**src/rtl/morse_pkg.sv**
```systemverilog
// Shared types and element encodings for the Morse letter entry path.
package morse_pkg;

  typedef enum logic [2:0] {IDLE, PRESS, GAP, COMMIT, CLEAR} state_t;

  localparam logic [1:0] DOT_BITS  = 2'b10;
  localparam int         DOT_W     = 2;
  localparam logic [3:0] DASH_BITS = 4'b1110;
  localparam int         DASH_W    = 4;
  localparam int         SLOT_W    = 3;

endpackage

```
**src/rtl/morse_debounce.sv**
```systemverilog
// Two-flop synchronizer followed by a stable-count debouncer for one raw button.
module morse_debounce #(
  parameter int DEBOUNCE_CYC = 1_000_000
) (
  input  logic clock,
  input  logic reset,
  input  logic din,
  output logic level
);

  localparam int CNT_W = $clog2(DEBOUNCE_CYC + 1);

  logic             sync_p0;
  logic             sync_p1;
  logic [CNT_W-1:0] cnt;

  // level only moves after DEBOUNCE_CYC consecutive samples that disagree with it
  always_ff @(posedge clock or negedge reset) begin
    if (!reset) begin
      sync_p0 <= 1'b0;
      sync_p1 <= 1'b0;
      cnt     <= '0;
      level   <= 1'b0;
    end else begin
      sync_p0 <= din;
      sync_p1 <= sync_p0;
      if (sync_p1 == level) begin
        cnt <= '0;
      end else if (cnt == CNT_W'(DEBOUNCE_CYC - 1)) begin
        level <= sync_p1;
        cnt   <= '0;
      end else begin
        cnt <= cnt + 1'b1;
      end
    end
  end

endmodule

```
**src/rtl/morse_entry_ctrl.sv**
```systemverilog
// Morse letter entry: times key presses, builds letter codes and writes them to display slots.
module morse_entry_ctrl
  import morse_pkg::*;
#(
  parameter int DEBOUNCE_CYC = 1_000_000,
  parameter int DASH_CYC     = 25_000_000,
  parameter int GAP_CYC      = 70_000_000,
  parameter int MAX_ELEM     = 4,
  parameter int NUM_SLOTS    = 5,
  parameter int CODE_W       = 16
) (
  input  logic              clock,
  input  logic              reset,
  input  logic              key,
  input  logic              confirm,
  input  logic              clr,
  output logic              wr_en,
  output logic [2:0]        wr_slot,
  output logic [CODE_W-1:0] wr_code,
  output logic [2:0]        elem_cnt,
  output logic              full,
  output logic              err
);

  localparam int PT_W = $clog2(DASH_CYC + 1);
  localparam int GT_W = $clog2(GAP_CYC + 1);

  function automatic logic [CODE_W-1:0] append_elem(input logic [CODE_W-1:0] c,
                                                    input logic dash);
    if (dash) return (c << DASH_W) | CODE_W'(DASH_BITS);
    else      return (c << DOT_W)  | CODE_W'(DOT_BITS);
  endfunction

  logic [1:0] rst_sync;
  logic       rst_s;
  logic       key_lvl, conf_lvl, key_prev, conf_prev;
  logic       key_rise, key_fall, conf_rise;

  state_t              state_q, state_d;
  logic [CODE_W-1:0]   code_q, code_d, code_new, commit_code;
  logic [2:0]          elem_q, elem_d;
  logic [SLOT_W-1:0]   slot_q, slot_d, clr_idx_q, clr_idx_d;
  logic [PT_W-1:0]     ptmr_q, ptmr_d;
  logic [GT_W-1:0]     gtmr_q, gtmr_d;
  logic                pend_q, pend_d;
  logic                app_vld_p1, app_vld_d, app_dash_p1, app_dash_d;
  logic                wr_en_d, err_d, commit;
  logic [SLOT_W-1:0]   wr_slot_d;
  logic [CODE_W-1:0]   wr_code_d;

  // Assertion is immediate; release is aligned to the clock
  always_ff @(posedge clock or negedge reset) begin
    if (!reset) rst_sync <= 2'b00;
    else        rst_sync <= {rst_sync[0], 1'b1};
  end
  assign rst_s = rst_sync[1];

  morse_debounce #(.DEBOUNCE_CYC(DEBOUNCE_CYC)) u_db_key (
    .clock(clock), .reset(rst_s), .din(key), .level(key_lvl)
  );
  morse_debounce #(.DEBOUNCE_CYC(DEBOUNCE_CYC)) u_db_conf (
    .clock(clock), .reset(rst_s), .din(confirm), .level(conf_lvl)
  );

  assign key_rise  = key_lvl & ~key_prev;
  assign key_fall  = ~key_lvl & key_prev;
  assign conf_rise = conf_lvl & ~conf_prev;
  assign full      = (slot_q == SLOT_W'(NUM_SLOTS));
  assign elem_cnt  = elem_q;

  always_comb begin
    state_d     = state_q;
    code_d      = code_q;
    elem_d      = elem_q;
    slot_d      = slot_q;
    clr_idx_d   = clr_idx_q;
    ptmr_d      = ptmr_q;
    gtmr_d      = gtmr_q;
    pend_d      = pend_q;
    app_vld_d   = 1'b0;
    app_dash_d  = app_dash_p1;
    wr_en_d     = 1'b0;
    wr_slot_d   = '0;
    wr_code_d   = '0;
    err_d       = 1'b0;
    commit      = 1'b0;
    code_new    = append_elem(code_q, app_dash_p1);
    commit_code = code_q;

    if (clr) begin
      state_d   = CLEAR;
      slot_d    = '0;
      code_d    = '0;
      elem_d    = '0;
      pend_d    = 1'b0;
      wr_en_d   = 1'b1;
      clr_idx_d = SLOT_W'(1);
    end else begin
      case (state_q)
        IDLE: begin
          if (key_rise) begin
            state_d = PRESS;
            ptmr_d  = '0;
          end
        end
        PRESS: begin
          if (ptmr_q < PT_W'(DASH_CYC)) ptmr_d = ptmr_q + 1'b1;
          if (conf_rise) pend_d = 1'b1;
          if (key_fall) begin
            app_vld_d  = 1'b1;
            app_dash_d = (ptmr_q >= PT_W'(DASH_CYC));
            state_d    = GAP;
            gtmr_d     = '0;
          end
        end
        GAP: begin
          if (app_vld_p1) begin
            if (elem_q == 3'(MAX_ELEM)) begin
              err_d   = 1'b1;
              code_d  = '0;
              elem_d  = '0;
              pend_d  = 1'b0;
              state_d = IDLE;
            end else if (pend_q || conf_rise) begin
              commit      = 1'b1;
              commit_code = code_new;
            end else begin
              code_d = code_new;
              elem_d = elem_q + 3'd1;
              gtmr_d = gtmr_q + 1'b1;
            end
          end else if (key_rise) begin
            state_d = PRESS;
            ptmr_d  = '0;
          end else if (gtmr_q == GT_W'(GAP_CYC - 1) || conf_rise) begin
            commit = 1'b1;
          end else begin
            gtmr_d = gtmr_q + 1'b1;
          end
        end
        COMMIT: begin
          state_d = IDLE;
          if (key_rise) begin
            state_d = PRESS;
            ptmr_d  = '0;
          end
        end
        CLEAR: begin
          if (clr_idx_q == SLOT_W'(NUM_SLOTS)) begin
            state_d = IDLE;
          end else begin
            wr_en_d   = 1'b1;
            wr_slot_d = clr_idx_q;
            clr_idx_d = clr_idx_q + 1'b1;
          end
        end
        default: state_d = IDLE;
      endcase

      // A full display drops the letter and flags it instead of writing
      if (commit) begin
        if (!full) begin
          wr_en_d   = 1'b1;
          wr_slot_d = slot_q;
          wr_code_d = commit_code;
          slot_d    = slot_q + 1'b1;
        end else begin
          err_d = 1'b1;
        end
        code_d  = '0;
        elem_d  = '0;
        pend_d  = 1'b0;
        state_d = COMMIT;
      end
    end
  end

  always_ff @(posedge clock or negedge rst_s) begin
    if (!rst_s) begin
      state_q     <= IDLE;
      code_q      <= '0;
      elem_q      <= '0;
      slot_q      <= '0;
      clr_idx_q   <= '0;
      ptmr_q      <= '0;
      gtmr_q      <= '0;
      pend_q      <= 1'b0;
      app_vld_p1  <= 1'b0;
      app_dash_p1 <= 1'b0;
      key_prev    <= 1'b0;
      conf_prev   <= 1'b0;
      wr_en       <= 1'b0;
      wr_slot     <= '0;
      wr_code     <= '0;
      err         <= 1'b0;
    end else begin
      state_q     <= state_d;
      code_q      <= code_d;
      elem_q      <= elem_d;
      slot_q      <= slot_d;
      clr_idx_q   <= clr_idx_d;
      ptmr_q      <= ptmr_d;
      gtmr_q      <= gtmr_d;
      pend_q      <= pend_d;
      app_vld_p1  <= app_vld_d;
      app_dash_p1 <= app_dash_d;
      key_prev    <= key_lvl;
      conf_prev   <= conf_lvl;
      wr_en       <= wr_en_d;
      wr_slot     <= wr_slot_d;
      wr_code     <= wr_code_d;
      err         <= err_d;
    end
  end

endmodule

```
**config.mk**
```make
export PLATFORM = sky130hd
export DESIGN_NAME = morse_entry_ctrl
export DESIGN_NICKNAME = d
export VERILOG_FILES = /design/src/rtl/morse_pkg.sv /design/src/rtl/morse_debounce.sv /design/src/rtl/morse_entry_ctrl.sv
export SDC_FILE = /design/constraint.sdc
export NUM_CORES = 1
export LEC_CHECK = 0
export CAP_MARGIN = 10
export CORE_MARGIN = 2
export CORE_UTILIZATION = 55
export CTS_CLUSTER_SIZE = 24
export DETAILED_ROUTE_END_ITERATION = 8
export DONT_BUFFER_PORTS = 1
export PLACE_DENSITY_LB_ADDON = 0.1
export SLEW_MARGIN = 20
export SYNTH_ARGS = -nofsm -noshare
export SYNTH_HDL_FRONTEND = slang
export SYNTH_HIERARCHICAL = 1
export SYNTH_SLANG_ARGS = --single-unit
```
**constraint.sdc**
```tcl
create_clock -name clock -period 5.8 [get_ports clock]
set_input_delay 1.16 -clock clock [delete_from_list [all_inputs] [get_ports clock]]
set_output_delay 1.16 -clock clock [all_outputs]
set_load 0.05 [all_outputs]
```
* Word level (Yosys, flattened, before mapping) *
Cells that the tools add are included.

storage, ports and cells
  register bits after elaboration = 154
  bits in latches = 0
  bits in writable memories = 0
  bits in read-only memories = 0
  input port bits = 5
  output and inout port bits = 25
  word-level logic and storage cells = 174
  memories kept = 0

operators by class
  add/sub/neg operators = 7
  multipliers = 0
  divide/modulo/power cells = 0
  order comparisons = 2
  eq/ne operators = 28
  shifts and indexed selects = 0
  multiplexer cells = 82
  bitwise gates (word level) = 9
  reduce and logical (&&, ||, !) cells = 21

operators with widths
  operator               count
  $mux 16                14
  $mux 27                6
  $mux 20                4
  $mux 25                3
  $pmux 25 s3            1
  $mux 3                 24
  $pmux 27 s2            1
  $add 20x1->20 const B  2
  $eq 20x20->1 const B   2
  $add 27x1->27 const B  1
  $eq 27x27->1 const B   1
  $mux 1                 27
  $add 25x1->25 const B  1
  $ge 25x25->1 const B   1
  $lt 25x25->1 const B   1
  $ne 4x4->1 const B     5
  $pmux 3 s5             1
  $eq 3x3->1 const B     4
  $ne 3x3->1 const B     4
  $ne 2x2->1 const B     5
  $add 3x1->3 const B    3
  $reduce_and 3->1       3
  $reduce_bool 3->1      3
  $reduce_and 2->1       4
  15 further kinds       28

* Logic depth before layout (Yosys ltp) *
  word-level depth = 10
  depth in mapped cells = 10
  mapped depth without buffers = 8

* Cells and area by module *
Netlist, hierarchy kept.

by module, submodules not included
  module            times used  cells an instance  area each (um2)  sequential area each (um2)
  morse_entry_ctrl  1           569                5447.7           2652.5
  morse_debounce    2           108                1114.8           575.6

* Least setup slack after synthesis *
OpenSTA, ideal clock, no wires.

  kind = input to register
  start = input port clr
  end = register code_q[7]
  setup time = 83 ps
  data arrival time = 2471 ps
  required time = 5717 ps
  setup slack = 3246 ps
  stages on the path = 8
  path buffers = 2
  cells stage by stage = clkbuf_1 a21oi_1 o21a_1 nor2_1 a21oi_1 clkbuf_1 nand2_1 o21ai_0

on the way
  word-level cells in the longest chain between the ends = 2
  elaborated cells between the ends (all ways) = 5
  classes of those cells = eq/ne: 1; mux: 1; reduce/logical: 3

RTL lines
  element                                                           line                     text
  start: declaration                                                morse_entry_ctrl.sv:16   input logic clr,
  $ne 4x3->1 (no source line) or $reduce_bool 3->1 (tied branches)  n/a
  $reduce_and 3->1 (no source line)                                 n/a
  end signal: assignment                                            morse_entry_ctrl.sv:198  code_q <= code_d;
  end: declaration                                                  morse_entry_ctrl.sv:40   logic [CODE_W-1:0] code_q, code_d, code_new, commit_code;

Several ways; a longest one is shown, not always the timed one.
A chain may end at the register's enable or synchronous reset.

* Worst setup path after layout *
  start = register elem_q[0] (netlist: elem_cnt[0])
  end = register gtmr_q[25]

on the way
  word-level cells in the longest chain between the ends = 3

RTL lines
  element                            line                     text
  start: declaration                 morse_entry_ctrl.sv:41   logic [2:0] elem_q, elem_d;
  start signal: assignment           morse_entry_ctrl.sv:199  elem_q <= elem_d;
  $eq 3x3->1                         morse_entry_ctrl.sv:118  if (elem_q == 3'(MAX_ELEM)) begin
  $ne 3x3->1 (no source line)        n/a
  $reduce_and 7->1 (no source line)  n/a
  end signal: assignment             morse_entry_ctrl.sv:203  gtmr_q <= gtmr_d;
  end: declaration                   morse_entry_ctrl.sv:44   logic [GT_W-1:0] gtmr_q, gtmr_d;

Every way passes these cells.

==> implementation parameters <==
Parameter                              Value

Run status
  Run status ... complete, no violations

Worst setup path
  Critical Path, Cell by Cell ... inv_1, ha_1, nand3_1, nand3_1, o21ai_2, nand3_2, or4_1, a21oi_1
  Cell family with the largest share of critical-path delay ... simple AND/OR/NAND/NOR gates
  Setup Crit Path Kind ... reg -> reg
  Register-to-register path setup slack ... 2.77 ns
  Cell repeated most along the worst path ... nand3_1
  Arrival time of data at the critical path endpoint ... 3.37 ns
  Largest fanout on the critical path ... 40
  Required time worst endpoint ... 6.13 ns
  Critical path's slowest cell ... or4_1
  Category of the worst setup path launch point ... flip-flop
  Logic depth of the worst register-to-register path ... 8
  Number of buffer and inverter stages on the critical path ... 1
  CP endpoint kind ... flip-flop
  Largest stage delay, worst path ... 0.70 ns
  Worst flop-to-flop path startpoint ... elem_cnt[0]
  Capture instance of the worst register-to-register path ... gtmr_q[25]

Yosys
  Number of standard cells after synthesis ... 785
  Yosys warning total ... 6
  Post-synthesis instance area ... 0.007677 mm2
  Syn Nets ... 801
  Netlist cell types ... 60
  Post-Synthesis Mean Instance Area ... 9.780 um2
  Number of storage elements in the synthesis netlist ... 152
  Number of enable flip-flop cells after synthesis ... 0
  Synth Flop Type ... dfrtp_1
  Sequential element share of the synthesized area ... 49.54%
  Post-synthesis async set-or-reset flop share ... 100.0%

Timing
  Achievable clock frequency ... 329.8 MHz
  Clock period minus worst slack ... 3.032 ns
  Pin slew with the least headroom to its limit ... 1.040 ns
  Max_slew headroom ... 30.65%
  Number of endpoints with negative hold slack in the final report ... 0
  Unrepaired setup endpoints after global routing ... no
  Final setup TNS ... 0 ns
  Final period utilization ... 52.28%
  Worst hold slack ... 0.3472 ns
  Count of pins over their slew limit ... 0
  Worst setup skew after layout ... 0.007705 ns
  Count of final setup violators ... 0

Floorplanning
  Effective utilization at floorplan ... 55.74%
  Placeable core region ... 0.01377 mm2
  Top-level port count ... 30
  Die X-Extent ... 122.1 um
  Count of standard-cell rows ... 43
  Total Die Area ... 0.01492 mm2
  DIE HEIGHT ... 122.1 um

Place
  # port buffers ... 0
  Routability congestion estimate ... 0.8635
  Number of cells after detailed placement ... 937
  Post-detailed-placement cell area ... 0.007766 mm2
  Post-DP HPWL ... 10330 um

Drt
  TritonRoute pass-1 iters ... 5
  Total Routed Length ... 15790 um
  Final antenna-violating net count ... 0
  Vias ... 5734
  Vias per cell ... 5.917
  Remaining design rule violation count ... 0
  Detailed router's first-iteration violation count ... 479
  Routed wire per std cell ... 16.30 um

Worst hold path
  Start point of the worst min-delay path ... rst_sync[0]
  Worst Hold Path EP ... rst_sync[1]
  Hold Crit Class ... reg -> reg
  Cell count of the worst hold path ... 0

Cells and area
  Fraction of layout cells with a size suffix above 1 ... 8.872%
  Antenna diode instance count ... 0
  Util after Layout ... 61.08%
  Final standard cell area without fillers ... 0.008413 mm2
  Post-layout net count ... 792
  Non-filler instance count after layout ... 969
  Synthesis-to-finish area growth ... 9.583%

Clock tree
  Hold buffer count at cts ... 0
  CTS Sinks ... 152
  Longest Clk Path Bufs ... 2
  Post-CTS setup repair buffer count ... 0
  Clock transition at the register clock pins on the worst setup and hold paths after CTS ... 0.07 ns
  TritonCTS clock tree ... done
  CTS buffer count ... 17
  CTS H-tree lvls ... 4
  Quantity of gates resized following cts ... 0
  Clk_lat worst skew ... 0.42 ns
  Root buffer cell ... clkbuf_16

Job
  Max-cap viol count ... 0

Global routing
  Overall overflow remaining after global route ... 0
  Number of global-route vias before repair ... 5812
  Antenna violations before repair ... 0
  GRT Util Overall ... 23.33%
  First-pass GRT wire length ... 27950 um
  Maximum number of pins on one net before global-route repair ... 86

Power
  Lkg Pwr ... 3.489 nW
  Total power divided by cell area ... 287.3 mW/mm2
  Peak supply drop ... 0.2599 mV
[worst register-to-register path, stage by stage, from the launching register on]
cell	delay, ns
dfrtp_1	0.69
inv_1	0.10
ha_1	0.26
nand3_1	0.10
nand3_1	0.10
o21ai_2	0.26
nand3_2	0.56
or4_1	0.71
a21oi_1	0.17
[sequential cells by signal, indices dropped and copies added, names as in the netlist, 2 cells and up]
name and cells:
gtmr_q 27, ptmr_q 25, u_db_conf/cnt 20, u_db_key/cnt 20, code_q 15, wr_code 15
clr_idx_q 3, elem_cnt 3, slot_q 3, state_q 3, wr_slot 3, rst_sync 2
[layer usage]
metal,vias up,track usage [%],share of wire [%]
met5,-,0,0
met4,0,6.897,0.74
met3,10,5.431,4.0
met2,111,37.43,49
met1,2828,31.75,47
li1,2785,-,-
[final cells by class]
cell class	count	area, um2
multi-input cells	577	3617
inverters	24	90.09
repair buffers	4	33.78
clock buffers	17	425.4
flip-flops and latches	152	3807
clock inverters	15	214.0
fillers	1187	5360
well taps	180	225.2
[layout by cell type, fill, tap and decap left out, drive strengths merged, types with 8 or more instances in the layout]
master / instances
a211oi: 14
a21oi: 38
and2: 13
and3: 14
and4: 12
clkbuf: 17
dfrtp: 152
ha: 11
inv: 29
mux2i: 20
nand2: 70
nand2b: 9
nand3: 34
nand4: 32
nor2: 88
nor2b: 8
nor3: 13
nor4: 17
o21ai: 57
or3: 17
or4: 11
xnor2: 25
xor2: 23
[cell usage after synthesis, types with 12 or more instances]
master | count | area share, %
and2_1 | 12 | 0.98
and4_1 | 12 | 1.4
nor4_1 | 14 | 1.1
nand3_1 | 33 | 2.2
a21oi_1 | 38 | 2.5
nor3_1 | 13 | 0.85
dfrtp_1 | 152 | 50
nand2_1 | 70 | 3.4
and3_1 | 14 | 1.1
inv_1 | 24 | 1.2
nand4_1 | 27 | 2.2
clkbuf_1 | 15 | 0.73
mux2i_1 | 20 | 2.6
nor2_1 | 88 | 4.3
o21ai_0 | 53 | 3.5
xnor2_1 | 25 | 2.9
xor2_1 | 23 | 2.6
or3_1 | 17 | 1.4
[cells by family after synthesis]
logic type / Yosys count / synth area share (%)
and+or+nand+nor: 354 / 25.31
DFF: 152 / 49.54
AOI/OAI and AO/OA: 140 / 11.46
buffers and inverters: 56 / 3.422
xor gates and xnor gates: 48 / 5.476
muxes: 22 / 2.901
adders and majority gates: 11 / 1.793
other: 2 / 0.09782
[worst max path at each step]
stage / from / end / slack, ns / depth (start not counted)
finish: elem_cnt[0] / gtmr_q[25] / 2.77 / 8
global route: elem_cnt[0] / gtmr_q[25] / 2.52 / 8
detailed placement: elem_cnt[0] / gtmr_q[20] / 2.78 / 8
floorplan: rst_sync[1] / app_dash_p1 / 1.25 / 0
global placement: elem_cnt[0] / gtmr_q[24] / 2.88 / 8
CTS: elem_cnt[0] / gtmr_q[25] / 2.75 / 8
[through the flow]
| step | power [mW] | setup slack, ns |
|---|---|---|
| 6_report | 2.417 | 2.768 |
| 5_1_grt | 2.512 | 2.520 |
| 4_1_cts | 2.440 | 2.755 |
| 3_5_place_dp | 1.247 | 2.783 |
| 3_3_place_gp | 1.242 | 2.882 |
| 2_1_floorplan | 1.221 | 1.251 |
[power by group]
group          switching, mW  total, mW  internal, mW
Sequential            0.0518       1.13          1.08
Combinational         0.0624     0.0945        0.0321
Clock                  0.459       1.19         0.730
Power figures use the tool's default switching activity.
